**src/rtl/sdhci_pkg.sv**
```systemverilog
// Shared types for the SDHCI DAT transfer controller: FSM states, the
// register-update bundle driven into Block Count, and the block word-count helper.
package sdhci_pkg;

    typedef enum logic [2:0] {
        ST_IDLE    = 3'd0,
        ST_RD_CARD = 3'd1,
        ST_RD_HOST = 3'd2,
        ST_WR_HOST = 3'd3,
        ST_WR_CARD = 3'd4,
        ST_STOP    = 3'd5
    } xfer_state_e;

    // Hardware update port of a software-writable register: d is loaded when de is high.
    typedef struct packed {
        logic [15:0] d;
        logic        de;
    } writable_reg_t;

    // Number of 32-bit words in a block, rounding a partial final word up.
    function automatic logic [10:0] block_words(input logic [11:0] size_bytes);
        return 11'(({1'b0, size_bytes} + 13'd3) >> 2);
    endfunction

endpackage

```
**src/rtl/sdhci_dat_xfer_ctrl.sv**
```systemverilog
// Block-level sequencer between the host Buffer Data Port and the DAT line engine:
// Present State flags, Block Count updates, Auto CMD12 request and buffer word address.
module sdhci_dat_xfer_ctrl
    import sdhci_pkg::*;
#(
    parameter int MaxBlkWords = 512,
    parameter int PtrW        = $clog2(MaxBlkWords)
) (
    input  logic            clk_i,
    input  logic            rst_ni,
    input  logic            soft_rst_i,
    input  logic            start_i,
    input  logic            dir_read_i,
    input  logic            multi_block_i,
    input  logic            block_count_en_i,
    input  logic            auto_cmd12_en_i,
    input  logic [15:0]     block_count_i,
    input  logic [11:0]     block_size_i,
    input  logic            buf_rd_i,
    input  logic            buf_wr_i,
    output logic            dat_start_o,
    input  logic            dat_block_done_i,
    input  logic            dat_error_i,
    output logic            auto_cmd12_req_o,
    input  logic            auto_cmd12_ack_i,
    output logic [PtrW-1:0] word_ptr_o,
    output logic            buffer_read_enable_o,
    output logic            buffer_write_enable_o,
    output logic            read_transfer_active_o,
    output logic            write_transfer_active_o,
    output writable_reg_t   block_count_hw_o,
    output logic            busy_o
);

    xfer_state_e   r_state, w_state_nx;
    logic          r_dir, w_dir_nx, r_multi, w_multi_nx;
    logic          r_cnt_en, w_cnt_en_nx, r_auto12, w_auto12_nx;
    logic [15:0]   r_remaining, w_remaining_nx;
    logic [PtrW-1:0] r_ptr, w_ptr_nx, r_last_ptr, w_last_ptr_nx;
    logic          r_dat_start, w_dat_start_nx, r_cmd12, w_cmd12_nx;
    logic          r_rd_en, w_rd_en_nx, r_wr_en, w_wr_en_nx;
    logic          r_rd_act, w_rd_act_nx, r_wr_act, w_wr_act_nx;
    writable_reg_t r_bc_hw, w_bc_hw_nx;

    logic [10:0]     w_words;
    logic [PtrW-1:0] w_start_last_ptr;
    logic            w_start_ok, w_last, w_block_end, w_data_phase;

    assign w_words          = block_words(block_size_i);
    assign w_start_last_ptr = PtrW'(w_words - 11'd1);
    assign w_start_ok       = start_i && (block_size_i != 12'd0) &&
                              !(multi_block_i && block_count_en_i && (block_count_i == 16'd0));
    // An open-ended multi-block transfer (count disabled) never reaches a last block.
    assign w_last           = !r_multi || (r_cnt_en && (r_remaining == 16'd1));
    assign w_data_phase     = (r_state == ST_RD_CARD) || (r_state == ST_RD_HOST) ||
                              (r_state == ST_WR_HOST) || (r_state == ST_WR_CARD);

    always_comb begin
        // NOTE: every signal gets a default before the case so no path infers a latch.
        w_state_nx     = r_state;
        w_dir_nx       = r_dir;
        w_multi_nx     = r_multi;
        w_cnt_en_nx    = r_cnt_en;
        w_auto12_nx    = r_auto12;
        w_remaining_nx = r_remaining;
        w_ptr_nx       = r_ptr;
        w_last_ptr_nx  = r_last_ptr;
        w_dat_start_nx = 1'b0;
        w_cmd12_nx     = 1'b0;
        w_rd_en_nx     = r_rd_en;
        w_wr_en_nx     = r_wr_en;
        w_rd_act_nx    = r_rd_act;
        w_wr_act_nx    = r_wr_act;
        w_bc_hw_nx     = '0;
        w_block_end    = 1'b0;

        case (r_state)
            ST_IDLE: begin
                if (w_start_ok) begin
                    w_dir_nx       = dir_read_i;
                    w_multi_nx     = multi_block_i;
                    w_cnt_en_nx    = block_count_en_i;
                    w_auto12_nx    = auto_cmd12_en_i;
                    w_remaining_nx = block_count_i;
                    w_last_ptr_nx  = w_start_last_ptr;
                    w_ptr_nx       = '0;
                    if (dir_read_i) begin
                        w_state_nx     = ST_RD_CARD;
                        w_dat_start_nx = 1'b1;
                        w_rd_act_nx    = 1'b1;
                    end else begin
                        w_state_nx = ST_WR_HOST;
                        w_wr_en_nx = 1'b1;
                    end
                end
            end
            ST_RD_CARD: begin
                if (dat_block_done_i) begin
                    w_state_nx = ST_RD_HOST;
                    w_rd_en_nx = 1'b1;
                    w_ptr_nx   = '0;
                end
            end
            ST_RD_HOST: begin
                if (buf_rd_i) begin
                    if (r_ptr == r_last_ptr) begin
                        w_block_end = 1'b1;
                        w_rd_en_nx  = 1'b0;
                        w_ptr_nx    = '0;
                    end else begin
                        w_ptr_nx = r_ptr + PtrW'(1);
                    end
                end
            end
            ST_WR_HOST: begin
                if (buf_wr_i) begin
                    if (r_ptr == r_last_ptr) begin
                        w_state_nx     = ST_WR_CARD;
                        w_dat_start_nx = 1'b1;
                        w_wr_en_nx     = 1'b0;
                        w_wr_act_nx    = 1'b1;
                        w_ptr_nx       = '0;
                    end else begin
                        w_ptr_nx = r_ptr + PtrW'(1);
                    end
                end
            end
            ST_WR_CARD: begin
                if (dat_block_done_i) w_block_end = 1'b1;
            end
            ST_STOP: begin
                if (auto_cmd12_ack_i) begin
                    w_state_nx  = ST_IDLE;
                    w_rd_act_nx = 1'b0;
                    w_wr_act_nx = 1'b0;
                end else begin
                    w_cmd12_nx = 1'b1;
                end
            end
            default: w_state_nx = ST_IDLE;
        endcase

        if (w_block_end) begin
            if (r_multi && r_cnt_en) begin
                w_bc_hw_nx.de  = 1'b1;
                w_bc_hw_nx.d   = r_remaining - 16'd1;
                w_remaining_nx = r_remaining - 16'd1;
            end
            if (!w_last) begin
                if (r_dir) begin
                    w_state_nx     = ST_RD_CARD;
                    w_dat_start_nx = 1'b1;
                end else begin
                    w_state_nx = ST_WR_HOST;
                    w_wr_en_nx = 1'b1;
                end
            end else if (r_auto12) begin
                // Active flags stay up through STOP so Transfer Complete follows CMD12.
                w_state_nx = ST_STOP;
                w_cmd12_nx = 1'b1;
            end else begin
                w_state_nx  = ST_IDLE;
                w_rd_act_nx = 1'b0;
                w_wr_act_nx = 1'b0;
            end
        end

        // Soft reset and DAT errors override everything, including a same-cycle block done.
        if (soft_rst_i || (dat_error_i && w_data_phase)) begin
            w_state_nx     = ST_IDLE;
            w_ptr_nx       = '0;
            w_dat_start_nx = 1'b0;
            w_cmd12_nx     = 1'b0;
            w_rd_en_nx     = 1'b0;
            w_wr_en_nx     = 1'b0;
            w_rd_act_nx    = 1'b0;
            w_wr_act_nx    = 1'b0;
            w_bc_hw_nx     = '0;
        end
    end

    // NOTE: state registers use non-blocking assignments so all update together at the edge.
    always_ff @(posedge clk_i or negedge rst_ni) begin
        if (!rst_ni) begin
            r_state     <= ST_IDLE;
            r_dir       <= 1'b0;
            r_multi     <= 1'b0;
            r_cnt_en    <= 1'b0;
            r_auto12    <= 1'b0;
            r_remaining <= '0;
            r_ptr       <= '0;
            r_last_ptr  <= '0;
            r_dat_start <= 1'b0;
            r_cmd12     <= 1'b0;
            r_rd_en     <= 1'b0;
            r_wr_en     <= 1'b0;
            r_rd_act    <= 1'b0;
            r_wr_act    <= 1'b0;
            r_bc_hw     <= '0;
        end else begin
            r_state     <= w_state_nx;
            r_dir       <= w_dir_nx;
            r_multi     <= w_multi_nx;
            r_cnt_en    <= w_cnt_en_nx;
            r_auto12    <= w_auto12_nx;
            r_remaining <= w_remaining_nx;
            r_ptr       <= w_ptr_nx;
            r_last_ptr  <= w_last_ptr_nx;
            r_dat_start <= w_dat_start_nx;
            r_cmd12     <= w_cmd12_nx;
            r_rd_en     <= w_rd_en_nx;
            r_wr_en     <= w_wr_en_nx;
            r_rd_act    <= w_rd_act_nx;
            r_wr_act    <= w_wr_act_nx;
            r_bc_hw     <= w_bc_hw_nx;
        end
    end

    assign dat_start_o             = r_dat_start;
    assign auto_cmd12_req_o        = r_cmd12;
    assign word_ptr_o              = r_ptr;
    assign buffer_read_enable_o    = r_rd_en;
    assign buffer_write_enable_o   = r_wr_en;
    assign read_transfer_active_o  = r_rd_act;
    assign write_transfer_active_o = r_wr_act;
    assign block_count_hw_o        = r_bc_hw;
    assign busy_o                  = (r_state != ST_IDLE);

endmodule

```
**config.mk**
```make
export PLATFORM = sky130hd
export DESIGN_NAME = sdhci_dat_xfer_ctrl
export DESIGN_NICKNAME = d
export VERILOG_FILES = /design/src/rtl/sdhci_pkg.sv /design/src/rtl/sdhci_dat_xfer_ctrl.sv
export SDC_FILE = /design/constraint.sdc
export NUM_CORES = 1
export LEC_CHECK = 0
export ABC_AREA = 0
export CAP_MARGIN = 0
export CORE_MARGIN = 8
export CORE_UTILIZATION = 52
export DETAILED_ROUTE_END_ITERATION = 10
export PLACE_DENSITY = 0.88
export SLEW_MARGIN = 5
export SYNTH_ARGS = -nofsm -noshare
export SYNTH_HDL_FRONTEND = slang
export SYNTH_SLANG_ARGS = --single-unit
```
**constraint.sdc**
```tcl
create_clock -name clk_i -period 2.8 [get_ports clk_i]
set_clock_uncertainty 0.1 [all_clocks]
set_input_delay 0.42 -clock clk_i [delete_from_list [all_inputs] [get_ports clk_i]]
set_output_delay 0.42 -clock clk_i [all_outputs]
set_load 0.02 [all_outputs]
```
* Word level (Yosys, flattened, before mapping)
Index checks and enable logic that the tools add are counted.
Operators by class: reduce and logical (&&, ||, !) cells 25, equal/unequal tests 18, multiplexer cells 74, $add $sub $neg 4
Operators by type and width (number):
- two-way mux 16 bit | 4
- two-way mux 9 bit | 6
- two-way mux 17 bit | 3
- two-way mux 1 bit | 42
- case mux 9 bit (4 select lines) | 1
- two-way mux 3 bit | 9
- == test 16 x 1 -> 1 bit, second input constant | 1
- logical NOT 16 bit | 1
- subtractor 16 x 1 -> 16 bit, second input constant | 1
- case mux 3 bit (5 select lines) | 1
- case mux 1 bit (2 select lines) | 6
- nonzero test 12 bit | 1
- adder 11 x 2 -> 11 bit, second input constant | 1
- adder 9 x 1 -> 9 bit, second input constant | 1
- == test 9 bit | 1
- != test 3 x 2 -> 1 bit, second input constant | 3
- subtractor 9 x 1 -> 9 bit, second input constant | 1
- != test 4 x 3 -> 1 bit, second input constant | 2
- != test 4 bit, second input constant | 2
- logical AND 1 bit | 7
- == test 3 x 2 -> 1 bit, second input constant | 2
- == test 3 bit, second input constant | 2
- != test 3 x 1 -> 1 bit, second input constant | 2
- AND reduction 6 bit | 1
- other kinds (13) | 20
Word-level totals: input port bits 41, register bits after elaboration 64, output and inout bits 33, logic and storage cells 137

* Depth between registers and ports, before layout
Gate-level depths: netlist (run 1).
depth after elaboration 10, depth in mapped cells 9, gate-level depth less buffers 8

* Worst setup path after synthesis (run 1)
OpenSTA, ideal clock, no wires.
path kind reg2reg, start point register r_ptr[6] (netlist: word_ptr_o[6]), end point register r_remaining[4], setup slack 0.432 ns, library setup time 0.123 ns, path buffers 2, period minus slack after synthesis 2.368 ns, data arrival time 2.145 ns, required time 2.577 ns, cell stages (with the launch flop) 9, cell sequence dfrtp_1 > buf_2 > xor2_1 > nor4_2 > nand4_1 > a21oi_2 > buf_6 > mux2_2 > o221a_1
Between the ends: longest elaborated chain between the ends 5
RTL lines:
- from (decl) | RTL line sdhci_dat_xfer_ctrl.sv:39 | logic [PtrW-1:0] r_ptr, w_ptr_nx, r_last_ptr, w_last_ptr_nx;
- from (signal assigned) | RTL line sdhci_dat_xfer_ctrl.sv:207 | r_ptr <= w_ptr_nx;
- == test 9 bit | RTL line sdhci_dat_xfer_ctrl.sv:106 | if (r_ptr == r_last_ptr) begin
- two-way mux 1 bit | RTL line sdhci_dat_xfer_ctrl.sv:106
- two-way mux 1 bit | RTL line sdhci_dat_xfer_ctrl.sv:105 | if (buf_rd_i) begin
- case mux 1 bit (2 select lines) | RTL line sdhci_dat_xfer_ctrl.sv:77 | case (r_state)
- two-way mux 16 bit | RTL line sdhci_dat_xfer_ctrl.sv:143 | if (w_block_end) begin
- via w_remaining_nx[4] | RTL line sdhci_dat_xfer_ctrl.sv:38 | logic [15:0] r_remaining, w_remaining_nx;
- to (signal assigned) | RTL line sdhci_dat_xfer_ctrl.sv:206 | r_remaining <= w_remaining_nx;
- to (decl) | RTL line sdhci_dat_xfer_ctrl.sv:38
The timed path passes the listed nets, and every way through them passes these cells. A chain may end at the register's enable or synchronous reset.

* Worst setup path in the final report (run 1)
start point register r_state[1], end point register r_rd_act (netlist: read_transfer_active_o)
Between the ends: longest elaborated chain between the ends 7, elaborated cells between the ends (all ways) 17
RTL lines:
- from (decl) | RTL line sdhci_dat_xfer_ctrl.sv:35 | xfer_state_e r_state, w_state_nx;
- from (signal assigned) | RTL line sdhci_dat_xfer_ctrl.sv:201 | r_state <= w_state_nx;
- parallel branches: the longest is 6 deep, another holds == test 3 bit
- two-way mux 1 bit (*) | RTL line sdhci_dat_xfer_ctrl.sv:169 | if (soft_rst_i || (dat_error_i && w_data_phase)) begin
- via w_rd_act_nx | RTL line sdhci_dat_xfer_ctrl.sv:42 | logic r_rd_act, w_rd_act_nx, r_wr_act, w_wr_act_nx;
- to (signal assigned) | RTL line sdhci_dat_xfer_ctrl.sv:213 | r_rd_act <= w_rd_act_nx;
- to (decl) | RTL line sdhci_dat_xfer_ctrl.sv:42
Mark *: on every way through the listed nets, which the timed path passes.

==> metrics.yaml, run 1 <==
status: "complete, no violations"
synth_cells: 372
timing.rr.start: "r_state[1]$_DFFE_PN0P_"
power_density_nw_per_um2: 780
whs_ns: 0.408
arrival_ns: 2.71
ys_async_sr_fraction_pct: 100
pin_count: 74
grt_overflow_total: 0
ys.flop_type: "dfrtp_1"
first_global_vias: 3282
syn_nets: 417
die_h_um: 99.9
startpoint_type: "register"
yosysTopAreaCellShare_pct: 43.8
root_buffer: "clkbuf_8"
worstRegToRegCells: 5
timing.rr.end: "read_transfer_active_o$_DFF_PN0_"
dp_hpwl_um: 6890
p_leak_nw: 1.97
ys.warnings.count: 0
whs_endpoint: "r_last_ptr[6]$_DFFE_PN0P_"
cts.clk_slew.worst_paths_ns: 0.08
cts_tree: "done"
grt_max_degree: 32
gp_congestion: 0.912
max_freq_ghz: 0.393
avgViaCountPerCell: 5.78
setup_viol: 0
placementRows: 30
synthTopCellsByArea: "dfrtp_1 (44%), xor2_1 (4.1%), o221a_1 (4.0%)"
clk_latency_ns: 0.35
wl_per_cell_um: 16.9
synth_edf_count: 0
ys_ff_latch: 64
min_path_type: "reg2reg"
holdCritStartpoint: "r_last_ptr[6]$_DFFE_PN0P_"
placed_area_um2: 4530
crit_path_end_kind: "register"
hold-path-cell-count: 2
finalMaxSlewViolations: 0
ys_seq_area_share_pct: 43.8
ir_drop_mv: 0.389
drive_gt1_share_pct: 12.8
vias: 3217
n_antenna_cell: 0
post-synth-top-area-cell: "dfrtp_1"
path_cells: "or3_1, nor3_2, buf_4, nand2_1, a21boi_0"
worstMarginPinSlew_ns: 0.790
final_common_cell: "clkdlybuf4s50_1"
critPathKind: "reg2reg"
h-tree-depth: 3
cts_sinks: 64
fin_area_um2: 4770
drc_errors: 0
fin_crit_ns: 2.55
worst-path-buf-inv: 1
fin_total_pwr_mw: 3.72
required_ns: 2.97
r2r_slack_ns: 0.25
max_stage_delay_ns: 0.71
clock_path_buffers: 2
finalNetCount: 501
die_x_um: 99.9
report.final.hold_viol_count: 0
syn-mean-instance-area_um2: 9.83
crit_slowest_cell: "nor3_2"
grt_pass1_wl_um: 15700
dieArea_um2: 9970
core_um2: 6790
cp_max_fo: 13
fin_crit_sh_pct: 91.0
max_slew_margin_pct: 47.1
initial_core_util_pct: 53.8
ant_nets: 0
rsz0062_at_grt: "false"
final_cell_mix: "clkdlybuf4s50_1 (72), dfrtp_1 (64), nand2_1 (38)"
grt_usage_pct: 19.5
numCtsBuffers: 9
crit_family: "simple AND/OR/NAND/NOR gates"
ys_types: 57
max_cap_violations: 0
drtPass1Iterations: 4
syn-cell-area_um2: 3660
antenna_found_initial: 0
area_growth_pct: 30.4
io_buffers: 73
drt_iter0_markers: 184
routed_wl_um: 9410
[routing by layer]
layer  part of all wire [%]  GRT usage (%)  up-vias
met2                     51           32.9      106
met5                      0              0        -
met1                     43           23.6     1571
met3                    4.9           3.67       20
li1                       -              -     1520
met4                    1.9           8.61        0
[worst max-delay path by stage]
stage | from | slack [ns] | end | depth (start not counted)
after floorplan | word_ptr_o[6]$_DFFE_PN0P_ | 0.43 | r_remaining[4]$_DFF_PN0_ | 8
after global placement | block_size_i[3] | 0.05 | r_remaining[10]$_DFF_PN0_ | 7
after detailed placement | block_size_i[3] | -0.02 | r_state[2]$_DFFE_PN0P_ | 7
after CTS | r_state[1]$_DFFE_PN0P_ | 0.25 | busy_o | 2
after global routing | block_size_i[3] | 0.1 | r_remaining[15]$_DFF_PN0_ | 8
final | r_state[1]$_DFFE_PN0P_ | 0.25 | read_transfer_active_o$_DFF_PN0_ | 5
[through the flow]
step / setup WS (ns) / cells / utilization, % / TNS, ns
global placement: 0.0507 / 540 / 66.7 / 0
CTS: 0.251 / 557 / 70.2 / 0
global route: 0.0993 / 557 / 70.2 / 0
finish: 0.253 / 557 / 70.2 / 0
detailed placement: -0.0235 / 540 / 66.7 / -0.0985
floorplan: 0.432 / 372 / - / 0
[logic make-up (layout without fill, tap and decap cells)]
kind of cell	count (synthesis)	after routing	share of synthesized area, %
AOI/OAI and AO/OA	76	76	16.4
and+or+nand+nor	150	150	21.2
adders and majority gates	4	4	1.37
xor gates and xnor gates	31	31	7.42
muxes	20	20	5.82
DFF	64	64	43.8
buffers and inverters	27	116	4.07
[timing repair]
item,4_1_cts,5_1_grt
resized for setup,0,0
endpoints found under the hold margin,22,0
setup endpoints to repair,0,0
buffers inserted,0,0
hold buffers,1,0
[state kept, by name (all words and copies together), names as in the netlist, 3 cells and up]
name and count:
block_count_hw_o 17, r_remaining 16, r_last_ptr 9, word_ptr_o 9
r_state 3
[Yosys cell counts (2+ instances only)]
| master | instances |
|---|---|
| dfrtp_1 | 64 |
| nand2_1 | 38 |
| nor2_1 | 31 |
| nand3_1 | 21 |
| xor2_1 | 17 |
| o21ai_0 | 15 |
| xnor2_1 | 14 |
| nor3_1 | 13 |
| o221a_1 | 13 |
| a21oi_1 | 12 |
| a31oi_1 | 11 |
| inv_1 | 11 |
| mux2i_1 | 10 |
| mux2_2 | 9 |
| and3_1 | 8 |
| nand2b_1 | 8 |
| buf_2 | 5 |
| buf_4 | 5 |
| nor4_1 | 5 |
| ha_1 | 4 |
| nand4_1 | 4 |
| or3_1 | 4 |
| a21boi_0 | 3 |
| a31o_2 | 3 |
| buf_6 | 3 |
| clkbuf_1 | 3 |
| nor3_2 | 3 |
| nor3b_1 | 3 |
| a41oi_1 | 2 |
| nor4_2 | 2 |
| o31ai_1 | 2 |
[worst min-delay path, stage by stage, from the launching register on]
cell and delay [ns]:
dfrtp_1 0.36, nand2_1 0.05, o21ai_0 0.06
[layout make-up]
class | count | area, um^2
clock buffers | 9 | 124
clock inverters | 7 | 103
fillers | 474 | 2020
inverters | 11 | 41.3
multi-input cells | 281 | 1910
flip-flops and latches | 64 | 1600
well taps | 96 | 120
repair buffers | 89 | 873
[report_power, final]
group          total [mW]  leakage (nW)  switching, mW  internal (mW)
clock               0.918         0.116          0.405          0.513
sequential           1.46         0.823          0.296           1.16
combinational        1.35          1.03          0.703          0.646
Note: power is estimated with default switching activity, not from simulation.
==> run 2: changes to the inputs <==
CORE_UTILIZATION = 50   (was 52)
PLACE_DENSITY = 0.85   (was 0.88)
==> run 2 against run 1 <==
- clock power down 17%
- combinational power about the same
- die area grew 3.4%
- non-clock buffer count fell by 1
- via count rose by 1.4%
- final area fell by 1.1%
- core utilization shrank 4.5 points
- sequential power about the same
- highest routed layer unchanged
==> metrics.yaml, run 2 (synthesis results as in run 1) <==
p_clk_share_pct: 21.3  # was 24.7%
clk_latency_ns: 0.36  # was 0.35 ns
fillerInstances: 564  # was 474
dp_slack_ns: -0.0274  # was -0.0235 ns
numCtsBuffers: 9  # unchanged
gp_congestion: 0.878  # was 0.912
path_cells: "xor2_1, nor3_1, nand4_1, a21oi_2, buf_12, mux2_2, o221a_1"  # was or3_1, nor3_2, buf_4, nand2_1, a21boi_0
placementRows: 31  # was 30
dieArea_um2: 10300  # was 9970 um^2
sw_frac_of_total_pct: 38.5  # was 37.7%
vias: 3261  # was 3217
fin_util_pct: 65.7  # was 70.2%
required_ns: 2.94  # was 2.97 ns
p_comb_share_pct: 38.1  # was 36.2%
r2r_slack_ns: 0.17  # was 0.25 ns
n_antenna_cell: 0  # unchanged
wl_per_cell_um: 17.6  # was 16.9 um
ctsResizeCount: 0  # unchanged
grt_overflow_total: 0  # unchanged
crit_slowest_cell: "dfrtp_1"  # was nor3_2
p_leak_nw: 1.94  # was 1.97 nW
hold_buffers: 0  # was 1
max_cap_violations: 0  # unchanged
pin_count: 74  # unchanged
netSwitchingPower_mw: 1.38  # was 1.40 mW
placed_cells: 543  # was 540
first_global_vias: 3332  # was 3282
drive_gt1_share_pct: 12.2  # was 12.8%
cts_tree: "done"  # unchanged
worstMarginPinSlew_ns: 0.814  # was 0.790 ns
startpoint_type: "register"  # unchanged
cts_sinks: 64  # unchanged
grt_pass1_wl_um: 15900  # was 15700 um
max_freq_ghz: 0.380  # was 0.393 GHz
cts_setup_buffers: 0  # unchanged
fin_crit_sh_pct: 94.0  # was 91.0%
cp_max_fo: 31  # was 13
fin_ws_ns: 0.169  # was 0.253 ns
timing.rr.start: "word_ptr_o[4]$_DFFE_PN0P_"  # was r_state[1]$_DFFE_PN0P_
clock_path_buffers: 2  # unchanged
arrival_ns: 2.77  # was 2.71 ns
critPathKind: "reg2reg"  # unchanged
report.final.hold_viol_count: 0  # unchanged
power_density_nw_per_um2: 763  # was 780 nW/um^2
worst-path-buf-inv: 1  # unchanged
die_x_um: 102  # was 99.9 um
fin_crit_ns: 2.63  # was 2.55 ns
drt_iter0_markers: 166  # was 184
io_buffers: 73  # unchanged
area_growth_pct: 29.0  # was 30.4%
drtPass1Iterations: 5  # was 4
root_buffer: "clkbuf_8"  # unchanged
status: "complete, no violations"  # unchanged
crit_start: "word_ptr_o[4]$_DFFE_PN0P_"  # was r_state[1]$_DFFE_PN0P_
ir_drop_mv: 0.462  # was 0.389 mV
initial_core_util_pct: 51.0  # was 53.8%
die_h_um: 102  # was 99.9 um
min_path_type: "in2async"  # was reg2reg
routed_wl_um: 9830  # was 9410 um
p_seq_share_pct: 40.6  # was 39.1%
finalNonFillerCells: 559  # was 557
fin_total_pwr_mw: 3.60  # was 3.72 mW
dp_hpwl_um: 7210  # was 6890 um
whs_ns: 0.128  # was 0.408 ns
p_int_mw: 2.21  # was 2.32 mW
max_stage_delay_ns: 0.44  # was 0.71 ns
cts.clk_slew.worst_paths_ns: 0.07  # was 0.08 ns
final_cell_mix: "clkdlybuf4s50_1 (72), dfrtp_1 (64), nand2_1 (38)"  # unchanged
finalMaxSlewViolations: 0  # unchanged
setup_viol: 0  # unchanged
max_slew_margin_pct: 45.8  # was 47.1%
crit_path_end_kind: "register"  # unchanged
grt_max_degree: 65  # was 32
largest_reg_flops: 17  # unchanged
rsz0062_at_grt: "false"  # unchanged
antenna_found_initial: 0  # unchanged
drc_errors: 0  # unchanged
h-tree-depth: 3  # unchanged
ant_nets: 0  # unchanged
avgViaCountPerCell: 5.83  # was 5.78
core_um2: 7180  # was 6790 um^2
finalNetCount: 500  # was 501
grt_usage_pct: 20.0  # was 19.5%
final_common_cell: "clkdlybuf4s50_1"  # unchanged
crit_family: "simple AND/OR/NAND/NOR gates"  # unchanged
==> run 2: changes by cell type in the layout (fill, tap and decap cells not counted), sizes merged <==
cell and delta:
dlygate4sd3 -1, bufinv -1, clkbuf +3, clkinv +1, inv -3
==> run 2: per-layer routing <==
layer | GRT usage, % | vias up | routed length, um
met5 | 0 | - | 0
met4 | 10.8 | 0 | 241
met3 | 4.88 | 20 | 659
met2 | 33.5 | 140 | 4860
met1 | 23.1 | 1584 | 4070
li1 | - | 1517 | -
==> run 2: area by class of cell <==
type | instances | area [um^2] | area share, %
Multi-Input combinational cell | 281 | 1910 | 40.4
Sequential cell | 64 | 1600 | 34.0
Timing Repair Buffer | 88 | 863 | 18.3
Clock buffer | 12 | 135 | 2.86
Tap cell | 99 | 124 | 2.63
Clock inverter | 4 | 45.0 | 0.955
Inverter | 11 | 41.3 | 0.875
==> run 2: power groups by stage <==
| stage | Sequential [mW] | Combinational [mW] | Clock [mW] |
|---|---|---|---|
| 2_1_floorplan | 1.38 | 0.976 | 0 |
| 3_3_place_gp | 1.44 | 1.29 | 0 |
| 3_5_place_dp | 1.46 | 1.35 | 0 |
| 4_1_cts | 1.45 | 1.36 | 0.779 |
| 5_1_grt | 1.49 | 1.51 | 0.819 |
| 6_report | 1.46 | 1.37 | 0.766 |
==> run 2: stage by stage <==
stage,TNS (ns),area (um^2)
finish,0,4720
global route,0,4720
CTS,0,4720
detailed placement,-0.142,4540
global placement,-0.000619,4540
floorplan,0,3660
==> run 2: path summary, 6_finish.rpt <==
check / end / cells after the start
worst max-delay path: r_remaining[10]$_DFF_PN0_ / 7
worst min-delay path: block_count_hw_o[6]$_DFF_PN0_ / 2
worst max register to register: r_remaining[10]$_DFF_PN0_ / 7
worst min register to register: r_last_ptr[8]$_DFFE_PN0P_ / 2
max in group asynchronous: r_auto12$_DFFE_PN0P_ / 2
min in group clk_i: r_last_ptr[8]$_DFFE_PN0P_ / 2
